## src/rtl/fsm_pattern_search.sv

```systemverilog
// Masked pattern search: once started, scans data_in for up to MAX_CYCLES cycles and
// reports match / timeout / abort with a fixed-length done strobe and the deciding cycle.
module fsm_pattern_search #(
  parameter  int DATA_W      = 4,
  parameter  int MAX_CYCLES  = 100,
  parameter  int DONE_CYCLES = 2,
  parameter  int MATCH_COUNT = 1,
  localparam int CNT_W       = $clog2(MAX_CYCLES + 1)
) (
  input  logic              clk,
  input  logic              reset,
  input  logic              start,
  input  logic [DATA_W-1:0] pattern,
  input  logic [DATA_W-1:0] mask,
  input  logic [DATA_W-1:0] data_in,
  input  logic              abort,
  output logic              avail,
  output logic              done,
  output logic [1:0]        flag,
  output logic [CNT_W-1:0]  match_idx
);

  localparam int DONE_W = $clog2(DONE_CYCLES + 1);

  localparam logic [CNT_W-1:0]  MAX_N     = CNT_W'(MAX_CYCLES);
  localparam logic [CNT_W-1:0]  MATCH_N   = CNT_W'(MATCH_COUNT);
  localparam logic [DONE_W-1:0] DONE_LAST = DONE_W'(DONE_CYCLES - 1);

  typedef enum logic [1:0] {
    S_IDLE,
    S_SEARCH,
    S_GAP,
    S_DONE
  } state_e;

  typedef enum logic [1:0] {
    FLAG_TIMEOUT = 2'b00,
    FLAG_MATCH   = 2'b01,
    FLAG_ABORT   = 2'b10
  } flag_e;

  state_e             state_q,   state_d;
  flag_e              flag_q,    flag_d;
  logic [DATA_W-1:0]  pattern_q, pattern_d;
  logic [DATA_W-1:0]  mask_q,    mask_d;
  logic [CNT_W-1:0]   cyc_q,     cyc_d;
  logic [CNT_W-1:0]   hit_q,     hit_d;
  logic [CNT_W-1:0]   idx_q,     idx_d;
  logic [DONE_W-1:0]  dcnt_q,    dcnt_d;
  logic               avail_q;
  logic               done_q;

  logic               hit_now;
  logic [CNT_W-1:0]   cyc_next;
  logic [CNT_W-1:0]   hit_next;

  assign hit_now  = ((data_in & mask_q) == (pattern_q & mask_q));
  assign cyc_next = cyc_q + CNT_W'(1);
  assign hit_next = hit_q + CNT_W'(hit_now);

  // NOTE: every variable gets its hold value first so no path through the case leaves one unassigned (no latches).
  always_comb begin
    state_d   = state_q;
    flag_d    = flag_q;
    pattern_d = pattern_q;
    mask_d    = mask_q;
    cyc_d     = cyc_q;
    hit_d     = hit_q;
    idx_d     = idx_q;
    dcnt_d    = dcnt_q;

    case (state_q)
      S_IDLE: begin
        if (start) begin
          state_d   = S_SEARCH;
          pattern_d = pattern;
          mask_d    = mask;
          cyc_d     = '0;
          hit_d     = '0;
          flag_d    = FLAG_TIMEOUT;
          idx_d     = '0;
        end
      end
      S_SEARCH: begin
        cyc_d = cyc_next;
        hit_d = hit_next;
        // Abort outranks a same-edge match, and a match on the last cycle outranks timeout.
        if (abort) begin
          state_d = S_GAP;
          flag_d  = FLAG_ABORT;
          idx_d   = '0;
        end else if (hit_next == MATCH_N) begin
          state_d = S_GAP;
          flag_d  = FLAG_MATCH;
          idx_d   = cyc_next;
        end else if (cyc_next == MAX_N) begin
          state_d = S_GAP;
          flag_d  = FLAG_TIMEOUT;
          idx_d   = '0;
        end
        if (state_d == S_GAP) begin
          cyc_d = '0;
          hit_d = '0;
        end
      end
      S_GAP: begin
        state_d = S_DONE;
        dcnt_d  = '0;
      end
      S_DONE: begin
        if (dcnt_q == DONE_LAST) begin
          state_d = S_IDLE;
          dcnt_d  = '0;
        end else begin
          dcnt_d = dcnt_q + DONE_W'(1);
        end
      end
      default: state_d = S_IDLE;
    endcase
  end

  // NOTE: state registers use non-blocking assignments so every flop samples pre-edge values.
  always_ff @(posedge clk) begin
    if (reset) begin
      state_q <= S_IDLE;
      flag_q  <= FLAG_TIMEOUT;
      cyc_q   <= '0;
      hit_q   <= '0;
      idx_q   <= '0;
      dcnt_q  <= '0;
      avail_q <= 1'b1;
      done_q  <= 1'b0;
    end else begin
      state_q <= state_d;
      flag_q  <= flag_d;
      cyc_q   <= cyc_d;
      hit_q   <= hit_d;
      idx_q   <= idx_d;
      dcnt_q  <= dcnt_d;
      avail_q <= (state_d == S_IDLE);
      done_q  <= (state_d == S_DONE);
    end
  end

  // NOTE: pattern/mask are always loaded on an accepted start before they are used, so they carry no reset.
  always_ff @(posedge clk) begin
    pattern_q <= pattern_d;
    mask_q    <= mask_d;
  end

  assign avail     = avail_q;
  assign done      = done_q;
  assign flag      = flag_q;
  assign match_idx = idx_q;

endmodule

```

## config.mk

```make
export PLATFORM = sky130hd
export DESIGN_NAME = fsm_pattern_search
export DESIGN_NICKNAME = d
export VERILOG_FILES = /design/src/rtl/fsm_pattern_search.sv
export SDC_FILE = /design/constraint.sdc
export NUM_CORES = 1
export LEC_CHECK = 0
export ABC_CLOCK_PERIOD_IN_PS = 2720
export CAP_MARGIN = 20
export CORE_MARGIN = 5
export CORE_UTILIZATION = 42
export DETAILED_ROUTE_END_ITERATION = 10
export PLACE_DENSITY = 0.76
export SYNTH_ARGS = -nofsm -noshare
export SYNTH_HDL_FRONTEND = slang
export SYNTH_SLANG_ARGS = --single-unit
```

## constraint.sdc

```tcl
create_clock -name clk -period 2.72 [get_ports clk]
set_input_delay 0.544 -clock clk [delete_from_list [all_inputs] [get_ports clk]]
set_output_delay 0.544 -clock clk [all_outputs]
set_load 0.01 [all_outputs]
```

# After elaboration in Yosys (flattened, before gate mapping)
# Index checks and enable logic that the tools add are counted.
[op_classes] n_addsub=3 n_eq_ne=11 muxes=23 bitwise_logic=2 n_reduce_logical=7
[ops] cell="two-way mux 7 bit" n=6
[ops] cell="one-hot mux 7 bit (2 select lines)" n=3
[ops] cell="two-way mux 2 bit" n=11
[ops] cell="bitwise AND 4 bit" n=2
[ops] cell="== test 2 bit, second input constant" n=4
[ops] cell="one-hot mux 2 bit (2 select lines)" n=2
[ops] cell="one-hot mux 2 bit (4 select lines)" n=1
[ops] cell="adder 7 x 1 -> 7 bit" n=1
[ops] cell="adder 7 x 1 -> 7 bit, second input constant" n=1
[ops] cell="== test 7 x 1 -> 1 bit, second input constant" n=1
[ops] cell="== test 7 bit, second input constant" n=1
[ops] cell="== test 2 x 1 -> 1 bit, second input constant" n=2
[ops] cell="== test 4 bit" n=1
[ops] cell="zero test 2 bit" n=2
[ops] cell="inequality test 4 bit, second input constant" n=1
[ops] cell="AND reduction 2 bit" n=2
[ops] cell="nonzero test 2 bit" n=2
[ops] cell="AND reduction 3 bit" n=1
[ops] cell="adder 2 x 1 -> 2 bit, second input constant" n=1
[ops] cell="inequality test 2 bit, second input constant" n=1
[word_totals] reg_bits=37 in_bits=16 output_inout_bits=11 wordCells=56

# Longest topological paths before layout
# Gate-level depths: netlist of the first run.
[depth] depth_word=10 ltp_mapped=11 depth_no_buf=10

# Worst setup path after synthesis of the first run
# OpenSTA, ideal clock, no wires.
[synth_timing] path_kind="input port to flip-flop" startpoint="input data_in[2]" endpoint="register idx_q[3] (netlist: match_idx[3])" setup_ps=117 t_arrival_ps=2689 required_ps=2603 path_slack_ps=-86 cell_stages=10 n_path_buf=0 path_cell_list="xor2_1 -> a22o_1 -> a221oi_1 -> ha_1 -> ha_1 -> nand4b_1 -> a21oi_1 -> o32ai_4 -> a31o_4 -> a22o_1"
[synth_between] elab_chain_cells=7 word_cells_on_any_way=9 cone_classes="add/sub (1); eq/ne (3); mux (3); bitwise (1); reduce/logical (1)"
[synth_lines] item="start, declared" line="15" text="input logic [DATA_W-1:0] data_in,"
[synth_lines] item="bitwise AND 4 bit (*)" line="57" text="assign hit_now = ((data_in & mask_q) == (pattern_q & mask_q));"
[synth_lines] item="== test 4 bit (*)" line="57"
[synth_lines] item="adder 7 x 1 -> 7 bit (*)" line="59" text="assign hit_next = hit_q + CNT_W'(hit_now);"
[synth_lines] item="== test 7 x 1 -> 1 bit (*)" line="92" text="end else if (hit_next == MATCH_N) begin"
[synth_lines] item="two-way mux 7 bit" line="92"
[synth_lines] item="two-way mux 7 bit" line="88" text="if (abort) begin"
[synth_lines] item="one-hot mux 7 bit (2 select lines)" line="72" text="case (state_q)"
[synth_lines] item="end signal, assigned" line="138" text="idx_q <= idx_d;"
[synth_lines] item="end, declared" line="48" text="logic [CNT_W-1:0] idx_q, idx_d;"
# Mark *: on every way between the ends. The rest lies on a longest branch, timed or not.
# A chain may end at the register's enable or synchronous reset.

# Worst setup path in the final report of the first run
[layout_timing] startpoint="register pattern_q[2]" endpoint="register idx_q[4] (netlist: match_idx[4])"
[layout_between] elab_chain_cells=7 word_cells_on_any_way=9 cone_classes="add/sub (1); eq/ne (3); mux (3); bitwise (1); reduce/logical (1)"
[layout_lines] item="start, declared" line="44" text="logic [DATA_W-1:0] pattern_q, pattern_d;"
[layout_lines] item="start signal, assigned" line="147" text="pattern_q <= pattern_d;"
[layout_lines] item="bitwise AND 4 bit (*)" line="57"
[layout_lines] item="== test 4 bit (*)" line="57"
[layout_lines] item="adder 7 x 1 -> 7 bit (*)" line="59"
[layout_lines] item="== test 7 x 1 -> 1 bit (*)" line="92"
[layout_lines] item="two-way mux 7 bit" line="92"
[layout_lines] item="two-way mux 7 bit" line="88"
[layout_lines] item="one-hot mux 7 bit (2 select lines)" line="72"
# Marked as above.

==> results.cfg, run 1 <==
[clock_network]
htree_levels = 2
cts.clk_slew.worst_paths_ns = 0.07
cts_buffers = 5
cts_hold_buf = 0
cts_buffer_depth = 2
cts.sinks = 37
cts_root_buf = clkbuf_8
clock_latency_ns = 0.29
cts_tree = done

[critical_path]
crit_path_cell_trace = xor2_1, a22o_1, a221oi_2, ha_2, ha_4, buf_6, nand3_1, nor3_1, buf_4, o32ai_4, buf_6, a31o_4, a22o_1
cp.arrival_ns = 2.83
slowest_delay_ns = 0.38
critPathSlowestCell = edfxtp_1
critPathBufInv = 3
critPathKind = register to register
end_kind = register
crit_family = compound AO/OA/AOI/OAI gates
worstSetupStartpointType = register
critPathRequiredTime_ns = 2.90
path_max_fanout = 7

[pwr]
combPwrFrac_pct = 15.9
cellPowerDensity_mw_per_mm2 = 602.6
peakVddDrop_mv = 0.3846
p_sw_share_pct = 22.99
pwr-share-clk_pct = 40.2
p_int_mw = 1.064
pwr-share-seq_pct = 43.9
switchingPower_mw = 0.3175
p_leak_nw = 0.8965

[cells_and_area]
n_fill_cell = 317
layout_commonest_cell = dfxtp_1
area_delta_synth_final_pct = 35.30
final_cell_area_sq_mm = 0.002292
nNetsFinal = 229
drive_gt1_share_pct = 20.85
diodes = 0
final_cells = 261
final_cell_mix = 29 x dfxtp_1, 22 x clkdlybuf4s50_1, 16 x nand2_1

[grt]
grt_pass1_vias = 1285
grt_use_total_pct = 13.77
grt_max_degree = 13
grt_pass1_wl_mm = 5.713
grt_remaining_overflow = 0
antenna_found_initial = 0

[synth]
syn_nets = 184
synth-seq-cells = 37
synth.yosys.seq_area_share_pct = 48.45
netlist_instances = 165
ys_warn_count = 0
synth_cell_types = 45
synth_edf_count = 8
synth_async_sr_flop_share_pct = 0
synth_ff_type = dfxtp_1
syn_area_sq_mm = 0.001694
syn_avg_cell_area_sq_um = 10.27

[timing]
tightestPinTransition_ns = 0.6292
max_freq_mhz = 378.5
min_period_ns = 2.642
finalCritPeriodShare_pct = 97.14
rsz0062_at_grt = true
setup_viol = 0
skew_ns = 0.005114
relSlewSlack_pct = 57.52
finalHoldViolations = 0
slew_violations = 0
setup_tns_ns = 0

[routing]
first_pass_iters = 4
wl_mm = 3.645
drtIter0Drc = 93
ant_nets = 0
wl_per_cell_um = 13.97
drc = 0
vias = 1361
avgViaCountPerCell = 5.215

[floorplan]
die-area_sq_mm = 0.005404
ios = 27
coreArea_sq_mm = 0.003943
initial_core_util_pct = 42.97
die_y_um = 73.51
rows = 23
die-width_um = 73.51

[status]
status = finished, final reports clean

[placement]
dp.cells = 249
gp_congestion = 0.7873
portBuffers = 26
place_hpwl_mm = 2.617
dpl_cell_area_sq_mm = 0.002112

[hold_path]
hold_path.class = register to register

[job]
maxCapViolCount = 0
==> power groups by stage <==
| stage | Sequential (mW) | Combinational (mW) | Clock [mW] |
|---|---|---|---|
| final | 0.606 | 0.220 | 0.556 |
| after global routing | 0.609 | 0.236 | 0.594 |
| after CTS | 0.606 | 0.213 | 0.567 |
| after detailed placement | 0.618 | 0.212 | 0 |
| after global placement | 0.618 | 0.210 | 0 |
| after floorplan | 0.616 | 0.122 | 0 |
==> cells in the mapped netlist, drive strengths merged, types with 3 or more instances <==
master  instances  area, sq um
a31oi          11        68.82
and3            4        26.28
and2            3        20.03
edfxtp          8        240.2
a21oi           4        20.02
ha              3        37.54
nand2          16        60.06
a22o           11        96.34
nand3           8        40.04
inv             7        26.28
xor2            6        52.55
o21ai           5        25.02
buf             3        21.27
nor2           11        41.29
nand3b          5        37.54
dfxtp          29        580.6
==> state kept, by name, summed over array words and instances (netlist names) <==
register / count
match_idx: 7
hit_q: 7
cyc_q: 7
state_q: 2
pattern_q: 4
mask_q: 4
done: 1
avail: 1
dcnt_q: 2
flag: 2
==> cell type report <==
cell class / count / area (sq um) / share of cell area (%)
Multi-Input combinational cell: 116 / 858.3 / 37.45
Sequential cell: 37 / 820.8 / 35.81
Timing Repair Buffer: 43 / 390.4 / 17.03
Clock buffer: 5 / 68.82 / 3.002
Clock inverter: 3 / 65.06 / 2.838
Tap cell: 50 / 62.56 / 2.729
Inverter: 7 / 26.28 / 1.146
==> logic make-up (layout without fill, tap and decap cells) <==
logic type / after synthesis / in the layout / synth area share (%)
simple gates: 62 / 62 / 21.79
xor+xnor: 8 / 8 / 4.136
flops: 37 / 37 / 48.45
buf+inv: 12 / 58 / 3.323
mux: 1 / 1 / 0.6646
fa+ha+maj: 3 / 3 / 2.216
compound gates: 42 / 42 / 19.42
==> stage by stage <==
step | power (mW) | worst slack, ns | util, % | hold WS [ns]
6_report | 1.381 | 0.07792 | 58.14 | 0.4826
5_1_grt | 1.440 | -0.1394 | 58.14 | 0.5010
4_1_cts | 1.385 | -0.03886 | 57.47 | 0.4799
3_5_place_dp | 0.8299 | -0.5967 | 53.57 | 0.4661
3_3_place_gp | 0.8278 | -0.5435 | 53.57 | 0.4636
2_1_floorplan | 0.7371 | 0.02987 | - | 0.4532
==> worst min-delay path: cells and delay by family (launching register included) <==
kind / cells / cell delay (ns)
flops: 1 / 0.33
simple gates: 2 / 0.12
==> final timing paths <==
path,from,to,slack [ns],depth (start not counted)
setup reg to reg,pattern_q[2],match_idx[4],0.08,13
hold reg to reg,flag[1],flag[1],0.48,2
setup / recovery,pattern_q[2],match_idx[4],0.08,13
hold / removal,flag[1],flag[1],0.48,2
==> per-layer routing <==
metal | vias up | track usage, % | part of all wire [%]
met5 | - | 0 | 0
met4 | 0 | 5.835 | 1.9
met3 | 8 | 4.104 | 2.6
met2 | 15 | 23.13 | 52
met1 | 638 | 16.20 | 43
li1 | 700 | - | -
==> timing repair <==
| action | 4_1_cts | 5_1_grt |
|---|---|---|
| buffers inserted | 6 | 3 |
| resized for setup | 10 | 7 |
| pin swaps | 18 | 12 |
| endpoints found under the setup margin | 24 | 24 |
Power figures use the tool's default switching activity.
==> run 2, diff against run 1 <==
- CORE_UTILIZATION: 42 -> 35
- PLACE_DENSITY: 0.76 -> 0.66
==> run 2 against run 1 <==
Compared with the run above:
- clock power fell by 15%
- worst setup slack improved by 0.012 ns
- global-route usage shrank 0.78 points
- cell count up 7.7%
- highest routed layer unchanged
==> results.cfg, run 2 (synthesis gave the netlist of run 1 again) <==
[routing]
drtIter0Drc = 100
avgViaCountPerCell = 5.036
vias = 1415
first_pass_iters = 5
drc = 0
wl_per_cell_um = 13.36
wl_mm = 3.753
ant_nets = 0

[clock_network]
htree_levels = 2
cts_buffer_depth = 2
cts_root_buf = clkbuf_8
cts.sinks = 37
clock_latency_ns = 0.29
cts_tree = done
cts_hold_buf = 0
cts_buffers = 5
cts.clk_slew.worst_paths_ns = 0.07

[critical_path]
slowest_delay_ns = 0.42
worstSetupStartpointType = input pin
cp.arrival_ns = 2.81
critPathRequiredTime_ns = 2.90
critPathKind = input pin to register
path_max_fanout = 7
critPathSlowestCell = or4_4
crit_path_cell_trace = clkdlybuf4s15_1, xor2_1, a22o_1, a221oi_2, ha_2, ha_4, or4_4, nor3b_4, o32ai_4, buf_6, a31o_4, a22o_1
end_kind = register
crit_top_cell = a22o_1
critPathBufInv = 2
crit_family = compound AO/OA/AOI/OAI gates

[placement]
dp.cells = 269
portBuffers = 26
dpl_cell_area_sq_mm = 0.002143
place_hpwl_mm = 2.643
pre_cts_slack_ns = -0.5995
gp_congestion = 0.7257

[timing]
rsz0062_at_grt = true
tightestPinTransition_ns = 0.4304
min_period_ns = 2.630
finalCritPeriodShare_pct = 96.69
setup_viol = 0
skew_ns = 0.005138
slew_violations = 0
setup_tns_ns = 0
max_freq_mhz = 380.2
relSlewSlack_pct = 70.94
setup_slack_ns = 0.08996
finalHoldViolations = 0

[grt]
grt_pass1_vias = 1318
antenna_found_initial = 0
grt_remaining_overflow = 0
grt_pass1_wl_mm = 6.417
grt_use_total_pct = 12.98
grt_max_degree = 15

[cells_and_area]
n_fill_cell = 454
area_delta_synth_final_pct = 38.11
diodes = 0
final_cell_area_sq_mm = 0.002340
nNetsFinal = 232
final_cells = 281
layout_commonest_cell = dfxtp_1
final_cell_mix = 29 x dfxtp_1, 22 x clkdlybuf4s50_1, 17 x buf_4
drive_gt1_share_pct = 21.96

[job]
maxCapViolCount = 0

[pwr]
p_leak_nw = 0.8989
peakVddDrop_mv = 0.2232
cellPowerDensity_mw_per_mm2 = 554.6

[floorplan]
die-width_um = 79.57
ios = 27
die_y_um = 79.57
die-area_sq_mm = 0.006331
rows = 25
coreArea_sq_mm = 0.004723
initial_core_util_pct = 35.87

[hold_path]
hold_path.class = register to register

[status]
status = finished, final reports clean
-- run 2: final cells by class --
cell class                 instances  area, sq um  share of cell area (%)
tap                               67        83.83                   3.583
sequential                        37        820.8                   35.08
clock inverter                     3        41.29                   1.765
clock buffer                       5        68.82                   2.941
timing repair buffer              46        417.9                   17.86
inverter                           7        26.28                   1.123
multi-input combinational        116        880.8                   37.65
-- run 2: what timing repair did --
action | in CTS | in global routing
setup endpoints to repair | 24 | 20
pin swaps | 19 | 13
gates resized for setup | 11 | 7
endpoints found under the hold margin | 0 | 0
setup buffers | 1 | 3
-- run 2: path summary, 6_finish.rpt --
path	start	depth (start not counted)	end	slack [ns]
hold reg to reg	cyc_q[6]	2	cyc_q[6]	0.49
setup / recovery	data_in[1]	12	match_idx[2]	0.09
setup reg to reg	pattern_q[2]	11	match_idx[2]	0.09
hold / removal	cyc_q[6]	2	cyc_q[6]	0.49
-- run 2: power breakdown --
group	leakage (nW)	switching, mW	internal, mW
Clock	0.0518	0.201	0.270
Combinational	0.537	0.109	0.112
Sequential	0.311	0.0179	0.589
Total	0.899	0.328	0.970
-- run 2: per-layer routing --
metal | GRT usage (%) | up-vias | wire length [um] | share of wire (%)
met5 | 0 | - | 0 | 0
met4 | 6.186 | 0 | 82 | 2.2
met3 | 4.289 | 7 | 161 | 4.3
met2 | 19.12 | 28 | 1744 | 46
met1 | 16.99 | 671 | 1765 | 47
li1 | - | 709 | - | -
-- run 2: worst reg2reg max path: stages, from the launching register on --
cell and delay (ns):
edfxtp_1 0.38, xor2_1 0.15, a22o_1 0.24, a221oi_2 0.19, ha_2 0.26, ha_4 0.22, nand4b_1 0.19, a21oi_2 0.18
o32ai_4 0.12, buf_6 0.14, a31o_4 0.24, a22o_1 0.22
-- run 2: stage by stage --
step	utilization (%)	hold WS (ns)	total power, mW
final	49.54	0.4862	1.298
after global routing	49.54	0.5081	1.369
after CTS	48.45	0.4893	1.300
after detailed placement	45.38	0.4677	0.8229
after global placement	45.38	0.4684	0.8208
after floorplan	-	0.4532	0.7371
